$ cat src/rtl/sprite_pkg.sv
// Shared sprite constants, letter order and the stage-1 bundle
// for the on-screen key-letter sprite row.
package sprite_pkg;

  localparam int SPR_W_DEF = 26;
  localparam int SPR_H_DEF = 33;
  localparam int NUM_KEYS  = 12;
  localparam int ADDR_W    = 19;

  localparam logic [3:0] TRANSPARENT_IDX = 4'd0;

  // ROM select order; LTR_NONE is the idle/past-last-key value
  typedef enum logic [3:0] {
    LTR_A    = 4'd0,
    LTR_W    = 4'd1,
    LTR_S    = 4'd2,
    LTR_E    = 4'd3,
    LTR_D    = 4'd4,
    LTR_F    = 4'd5,
    LTR_T    = 4'd6,
    LTR_G    = 4'd7,
    LTR_Y    = 4'd8,
    LTR_H    = 4'd9,
    LTR_U    = 4'd10,
    LTR_J    = 4'd11,
    LTR_NONE = 4'd12
  } letter_e;

  typedef struct packed {
    logic              vld;
    letter_e           sel;
    logic [ADDR_W-1:0] addr;
  } s1_t;

endpackage

$ cat src/rtl/letter_sprite_reader.sv
// Letter sprite reader: walks a row of 12 key sprites in raster
// order and returns the palette index of the pixel under the beam.
// Ports: Clk, Reset (sync, active high), DrawX/DrawY raster
// position, pixel_valid; rom_addr/letter_sel to the external ROM
// mux, rom_data back; pix_hit/pix_idx 2 cycles after DrawX/DrawY.
// Macro LETTER_HILITE_EN adds key_pressed[11:0] and HILITE_IDX,
// recolouring opaque pixels of pressed keys.
module letter_sprite_reader
  import sprite_pkg::*;
#(
  parameter int SPR_W = SPR_W_DEF,
  parameter int SPR_H = SPR_H_DEF,
  parameter int X0    = 40,
  parameter int Y0    = 400,
  parameter int PITCH = 48
`ifdef LETTER_HILITE_EN
  ,
  parameter logic [3:0] HILITE_IDX = 4'hF
`endif
) (
  input  logic                Clk,
  input  logic                Reset,
  input  logic [9:0]          DrawX,
  input  logic [9:0]          DrawY,
  input  logic                pixel_valid,
`ifdef LETTER_HILITE_EN
  input  logic [NUM_KEYS-1:0] key_pressed,
`endif
  input  logic [3:0]          rom_data,
  output logic [18:0]         rom_addr,
  output logic [3:0]          letter_sel,
  output logic                pix_hit,
  output logic [3:0]          pix_idx
);

  localparam int XW = $clog2(PITCH + 1);

  localparam logic [9:0]        X0_V     = 10'(X0);
  localparam logic [9:0]        Y0_V     = 10'(Y0);
  localparam logic [10:0]       YEND_V   = 11'(Y0 + SPR_H);
  localparam logic [XW-1:0]     XLAST    = XW'(PITCH - 1);
  localparam logic [XW-1:0]     XSPR     = XW'(SPR_W);
  localparam logic [ADDR_W-1:0] ROW_STEP = ADDR_W'(SPR_W);
  localparam logic [ADDR_W-1:0] ADDR_MAX = ADDR_W'(SPR_W * SPR_H - 1);

  logic [XW-1:0]     xoff_q, xoff_d;
  letter_e           key_q, key_d;
  logic [ADDR_W-1:0] row_base_q, row_base_d;
  logic              row_ok_q, row_ok_d;
  s1_t               s1_q, s1_d;
  logic              pix_hit_q, pix_hit_d;
  logic [3:0]        pix_idx_q, pix_idx_d;

  logic              at_x0;
  logic              in_band;
  logic [XW-1:0]     xoff_cur;
  letter_e           key_cur;
  logic [ADDR_W-1:0] addr_cur;
  logic              in_region;
  logic              opaque;

  // Counters and stage 1
  always_comb begin
    at_x0      = (DrawX == X0_V);
    in_band    = (DrawY >= Y0_V) && ({1'b0, DrawY} < YEND_V);
    xoff_cur   = at_x0 ? '0 : xoff_q;
    key_cur    = at_x0 ? LTR_A : key_q;
    row_base_d = row_base_q;
    row_ok_d   = row_ok_q;

    // Row base is only trusted after the band's top line has been
    // seen at DrawX==0; a mid-frame reset therefore stays dark
    // until the next frame.
    if (DrawX == '0) begin
      if (DrawY == Y0_V) begin
        row_base_d = '0;
        row_ok_d   = 1'b1;
      end else if (in_band) begin
        row_base_d = row_base_q + ROW_STEP;
      end
    end

    xoff_d = (xoff_cur == XLAST) ? '0 : xoff_cur + XW'(1);
    key_d  = key_cur;
    if (xoff_cur == XLAST && key_cur != LTR_NONE) begin
      key_d = letter_e'(key_cur + 4'd1);
    end

    addr_cur  = row_base_d + ADDR_W'(xoff_cur);
    in_region = pixel_valid && in_band && row_ok_d &&
                (key_cur != LTR_NONE) && (xoff_cur < XSPR) &&
                (addr_cur <= ADDR_MAX);

    s1_d      = '0;
    s1_d.sel  = LTR_A;
    if (in_region) begin
      s1_d.vld  = 1'b1;
      s1_d.sel  = key_cur;
      s1_d.addr = addr_cur;
    end
  end

  // Stage 2: rom_data answers the stage-1 address this cycle
  always_comb begin
    opaque    = s1_q.vld && (rom_data != TRANSPARENT_IDX);
    pix_hit_d = opaque;
    pix_idx_d = opaque ? rom_data : TRANSPARENT_IDX;
`ifdef LETTER_HILITE_EN
    if (opaque && (s1_q.sel != LTR_NONE) &&
        key_pressed[s1_q.sel]) begin
      pix_idx_d = HILITE_IDX;
    end
`endif
  end

  always_ff @(posedge Clk) begin
    if (Reset) begin
      xoff_q     <= '0;
      key_q      <= LTR_NONE;
      row_base_q <= '0;
      row_ok_q   <= 1'b0;
      s1_q       <= '0;
      pix_hit_q  <= 1'b0;
      pix_idx_q  <= '0;
    end else begin
      xoff_q     <= xoff_d;
      key_q      <= key_d;
      row_base_q <= row_base_d;
      row_ok_q   <= row_ok_d;
      s1_q       <= s1_d;
      pix_hit_q  <= pix_hit_d;
      pix_idx_q  <= pix_idx_d;
    end
  end

  assign rom_addr   = s1_q.addr;
  assign letter_sel = s1_q.sel;
  assign pix_hit    = pix_hit_q;
  assign pix_idx    = pix_idx_q;

endmodule

$ cat config.mk
export PLATFORM = sky130hd
export DESIGN_NAME = letter_sprite_reader
export DESIGN_NICKNAME = d
export VERILOG_FILES = /design/src/rtl/sprite_pkg.sv /design/src/rtl/letter_sprite_reader.sv
export SDC_FILE = /design/constraint.sdc
export NUM_CORES = 1
export LEC_CHECK = 0
export CORE_ASPECT_RATIO = 1.2
export CORE_MARGIN = 3
export CORE_UTILIZATION = 54
export CTS_CLUSTER_DIAMETER = 100
export DETAILED_ROUTE_END_ITERATION = 10
export PLACE_DENSITY = 0.88
export SETUP_SLACK_MARGIN = 0.4
export SYNTH_ARGS = -nofsm -noshare
export SYNTH_HDL_FRONTEND = slang
export SYNTH_SLANG_ARGS = --single-unit
$ cat constraint.sdc
create_clock -name Clk -period 5.4 [get_ports Clk]
set_clock_uncertainty 0.15 [all_clocks]
set_input_delay 1.08 -clock Clk [delete_from_list [all_inputs] [get_ports Clk]]
set_output_delay 1.08 -clock Clk [all_outputs]
set_load 0.1 [all_outputs]
==> impl_metrics.env <==
export IMPL_drt_first_pass_iters=5
export IMPL_ctsLongestPathBuffers=2
export IMPL_antennaDiodeCount=0
export IMPL_post_route_cells_drive_above_1_share=0.2516
export IMPL_num_vias=3367
export IMPL_max_slew_margin_rel=0.3313
export IMPL_required_ns=5.49
export IMPL_synth_sequential_area_ratio=0.3352
export IMPL_synth_warning_count=0
export IMPL_design_final_nets=502
export IMPL_worst_max_slew_pin_slew_ns=0.9999
export IMPL_critPathLaunch="DrawX[4]"
export IMPL_cts_tree="built"
export IMPL_synthMostInstantiatedCell="sky130_fd_sc_hd__dfxtp_1"
export IMPL_io_pins=55
export IMPL_start_util=0.5713
export IMPL_power_ir_vdd_worst_uv=148.1
export IMPL_finalWorstSetupSlack_ns=0.3463
export IMPL_worst_r2r_endpoint="rom_addr[5]"
export IMPL_async_reset_ff_frac=0
export IMPL_r2r_start="row_base_q[1]"
export IMPL_routed_wire_length_per_instance_um=18.62
export IMPL_critical_path_max_fanout=8
export IMPL_pin_count_of_the_biggest_net_entering_global_routing=28
export IMPL_setup_tns_final_ns=0
export IMPL_finalWorstPathRequiredPeriod_ns=5.054
export IMPL_die_y_um=94.49
export IMPL_max_cap_violations=0
export IMPL_dp_worst_slack_ns=-0.09840
export IMPL_synth_cell_types=70
export IMPL_placeableCoreArea_um2=6167
export IMPL_grt_antenna_before_repair=0
export IMPL_post_synth_inst_count=395
export IMPL_detail_route_vias_per_cell=6.111
export IMPL_cellLeakagePower_nw=1.746
export IMPL_dieWidth_um=79.74
export IMPL_setup_reg_to_reg_worst_slack_ns=1.13
export IMPL_final_hold_violation_count=0
export IMPL_flop_and_latch_count_out_of_synthesis=59
export IMPL_synth_avg_cell_area_um2=8.920
export IMPL_critical_path_arrival_ns=5.14
export IMPL_worst_setup_ep="rom_addr[5]"
export IMPL_hpwlAfterDp_mm=6.337
export IMPL_achievable_frequency_mhz=197.9
export IMPL_mappedNetlistArea_um2=3523
export IMPL_ctsRootBufferMaster="sky130_fd_sc_hd__clkbuf_8"
export IMPL_route_antenna_remaining_nets=0
export IMPL_power_per_cell_area_nw_per_um2=210.9
export IMPL_layout_area_overhead_vs_synth_pct=33.88
export IMPL_netlist_top_cells_count="sky130_fd_sc_hd__dfxtp_1 (59), sky130_fd_sc_hd__nor2_1 (39), sky130_fd_sc_hd__nand2_1 (29)"
export IMPL_grt_pass1_vias=3056
export IMPL_cts_inserted_buffers=9
export IMPL_drcViolationCount=0
export IMPL_worst_setup_path_type="in2reg"
export IMPL_number_of_enable_flip_flop_cells_after_synthesis=0
export IMPL_r2r_cells=16
export IMPL_cts_htree_levels=3
export IMPL_global_route_overflow_total=0
export IMPL_rsz_0062_raised_after_global_routing="no"
export IMPL_floorplan_rows=31
export IMPL_routabilityCongestion=0.9157
export IMPL_grt_first_pass_wirelength_mm=14.39
export IMPL_clock_sinks=59
export IMPL_path_clk_slew_ns=0.07
export IMPL_yosysTopAreaCell="sky130_fd_sc_hd__dfxtp_1"
export IMPL_synth_area_leaders="sky130_fd_sc_hd__dfxtp_1 (34%), sky130_fd_sc_hd__buf_4 (5.1%), sky130_fd_sc_hd__xnor2_1 (5.0%)"
export IMPL_finalCritPeriodShare=0.9359
export IMPL_drv_slew=0
export IMPL_status="completed"
export IMPL_cts_hold_buffers=0
export IMPL_hold_path_class="reg2reg"
export IMPL_dp_cells=517
export IMPL_die_area_um2=7534
export IMPL_ys_flop_type="sky130_fd_sc_hd__dfxtp_1"
export IMPL_port_buffers=54
export IMPL_iteration_0_drc_markers=279
export IMPL_setup_viol=0
export IMPL_track_usage=0.2465
export IMPL_synth_top_cell_area_share=0.3352
export IMPL_drt_wl_total_mm=10.26
export IMPL_start_kind="primary input"
export IMPL_stdcell_count=551
export IMPL_clk_insertion_delay_late_ns=0.35
export IMPL_hold_depth=2
export IMPL_critical_path_endpoint_type="register"
export IMPL_final_util=0.7649
placed cells by master, fill, tap and decap left out, types with 11 or more instances in the layout:
master / count
sky130_fd_sc_hd__nor4_2: 12
sky130_fd_sc_hd__xnor2_1: 19
sky130_fd_sc_hd__nand2_1: 27
sky130_fd_sc_hd__buf_4: 27
sky130_fd_sc_hd__clkbuf_8: 11
sky130_fd_sc_hd__clkdlybuf4s50_1: 49
sky130_fd_sc_hd__nor3_1: 18
sky130_fd_sc_hd__nor2_1: 34
sky130_fd_sc_hd__dfxtp_1: 59
routing by layer:
layer / routed length [um] / track usage
met2: 5370 / 0.4436
met5: 0 / 0
met1: 3646 / 0.2575
met4: 452 / 0.1394
met3: 790 / 0.06393
stage by stage:
stage | cell area (um^2) | power (W) | hold slack, ns
4_1_cts | 4318 | 0.0009917 | 0.3198
5_1_grt | 4717 | 0.001023 | 0.3404
3_5_place_dp | 4074 | 0.0005319 | 0.3016
6_report | 4717 | 0.0009951 | 0.3248
2_1_floorplan | 3566 | 0.0005027 | 0.2795
3_3_place_gp | 4074 | 0.0005305 | 0.2889
critical path, stage by stage:
cell and delay (ns):
sky130_fd_sc_hd__clkdlybuf4s50_1 0.52, sky130_fd_sc_hd__or4_4 0.50, sky130_fd_sc_hd__nor3_4 0.29, sky130_fd_sc_hd__mux2i_1 0.31
sky130_fd_sc_hd__nor2_2 0.10, sky130_fd_sc_hd__ha_4 0.32, sky130_fd_sc_hd__o21ai_0 0.09, sky130_fd_sc_hd__o21bai_1 0.19
sky130_fd_sc_hd__a21oi_2 0.08, sky130_fd_sc_hd__buf_4 0.16, sky130_fd_sc_hd__nand2b_1 0.14, sky130_fd_sc_hd__a211o_1 0.31
sky130_fd_sc_hd__buf_4 0.16, sky130_fd_sc_hd__o22ai_1 0.28, sky130_fd_sc_hd__o211ai_4 0.15, sky130_fd_sc_hd__buf_12 0.18
sky130_fd_sc_hd__nor4_2 0.30
worst min-delay path by stage:
stage	startpoint	end	slack (ns)
floorplan	row_ok_q	row_ok_q	0.28
global placement	row_ok_q	row_ok_q	0.29
detailed placement	row_ok_q	row_ok_q	0.30
CTS	row_ok_q	row_ok_q	0.32
global route	row_ok_q	row_ok_q	0.34
finish	row_ok_q	row_ok_q	0.32
area by class of cell:
| type | instances | area, um^2 |
|---|---|---|
| clock buffers | 12 | 155.1 |
| clock inverters | 4 | 72.57 |
| fillers | 413 | 1450 |
| inverters | 10 | 37.54 |
| multi-input cells | 299 | 2327 |
| flip-flops and latches | 59 | 1181 |
| well taps | 82 | 102.6 |
| repair buffers | 85 | 840.8 |
registers in the layout, indices dropped and copies added (netlist names):
signal      cells
rom_addr       19
letter_sel      4
row_ok_q        1
pix_idx         4
row_base_q     19
xoff_q          6
key_q           4
pix_hit         1
s1_q            1
what timing repair did:
action,4_1_cts,5_1_grt
buffers inserted,0,15
pin swaps,0,21
endpoints found under the setup margin,14,15
cloned,0,3
gates resized for setup,4,47
cells by family after synthesis:
group           count (synthesis)  synth area share
simple gates                  188            0.3292
fa+ha+maj                      11           0.04119
flops                          59            0.3352
compound gates                 53            0.1133
other cells                     1          0.001064
mux                             6           0.01776
xor+xnor                       30           0.07457
buf+inv                        47           0.08771
power by group:
group	internal, W	switching [W]	total [W]
logic	0.0000334	0.0000528	0.0000861
clock network	0.000284	0.000182	0.000466
registers	0.000441	0.00000249	0.000443
total	0.000758	0.000237	0.000995
No activity file was read; power rests on OpenSTA's default activity.
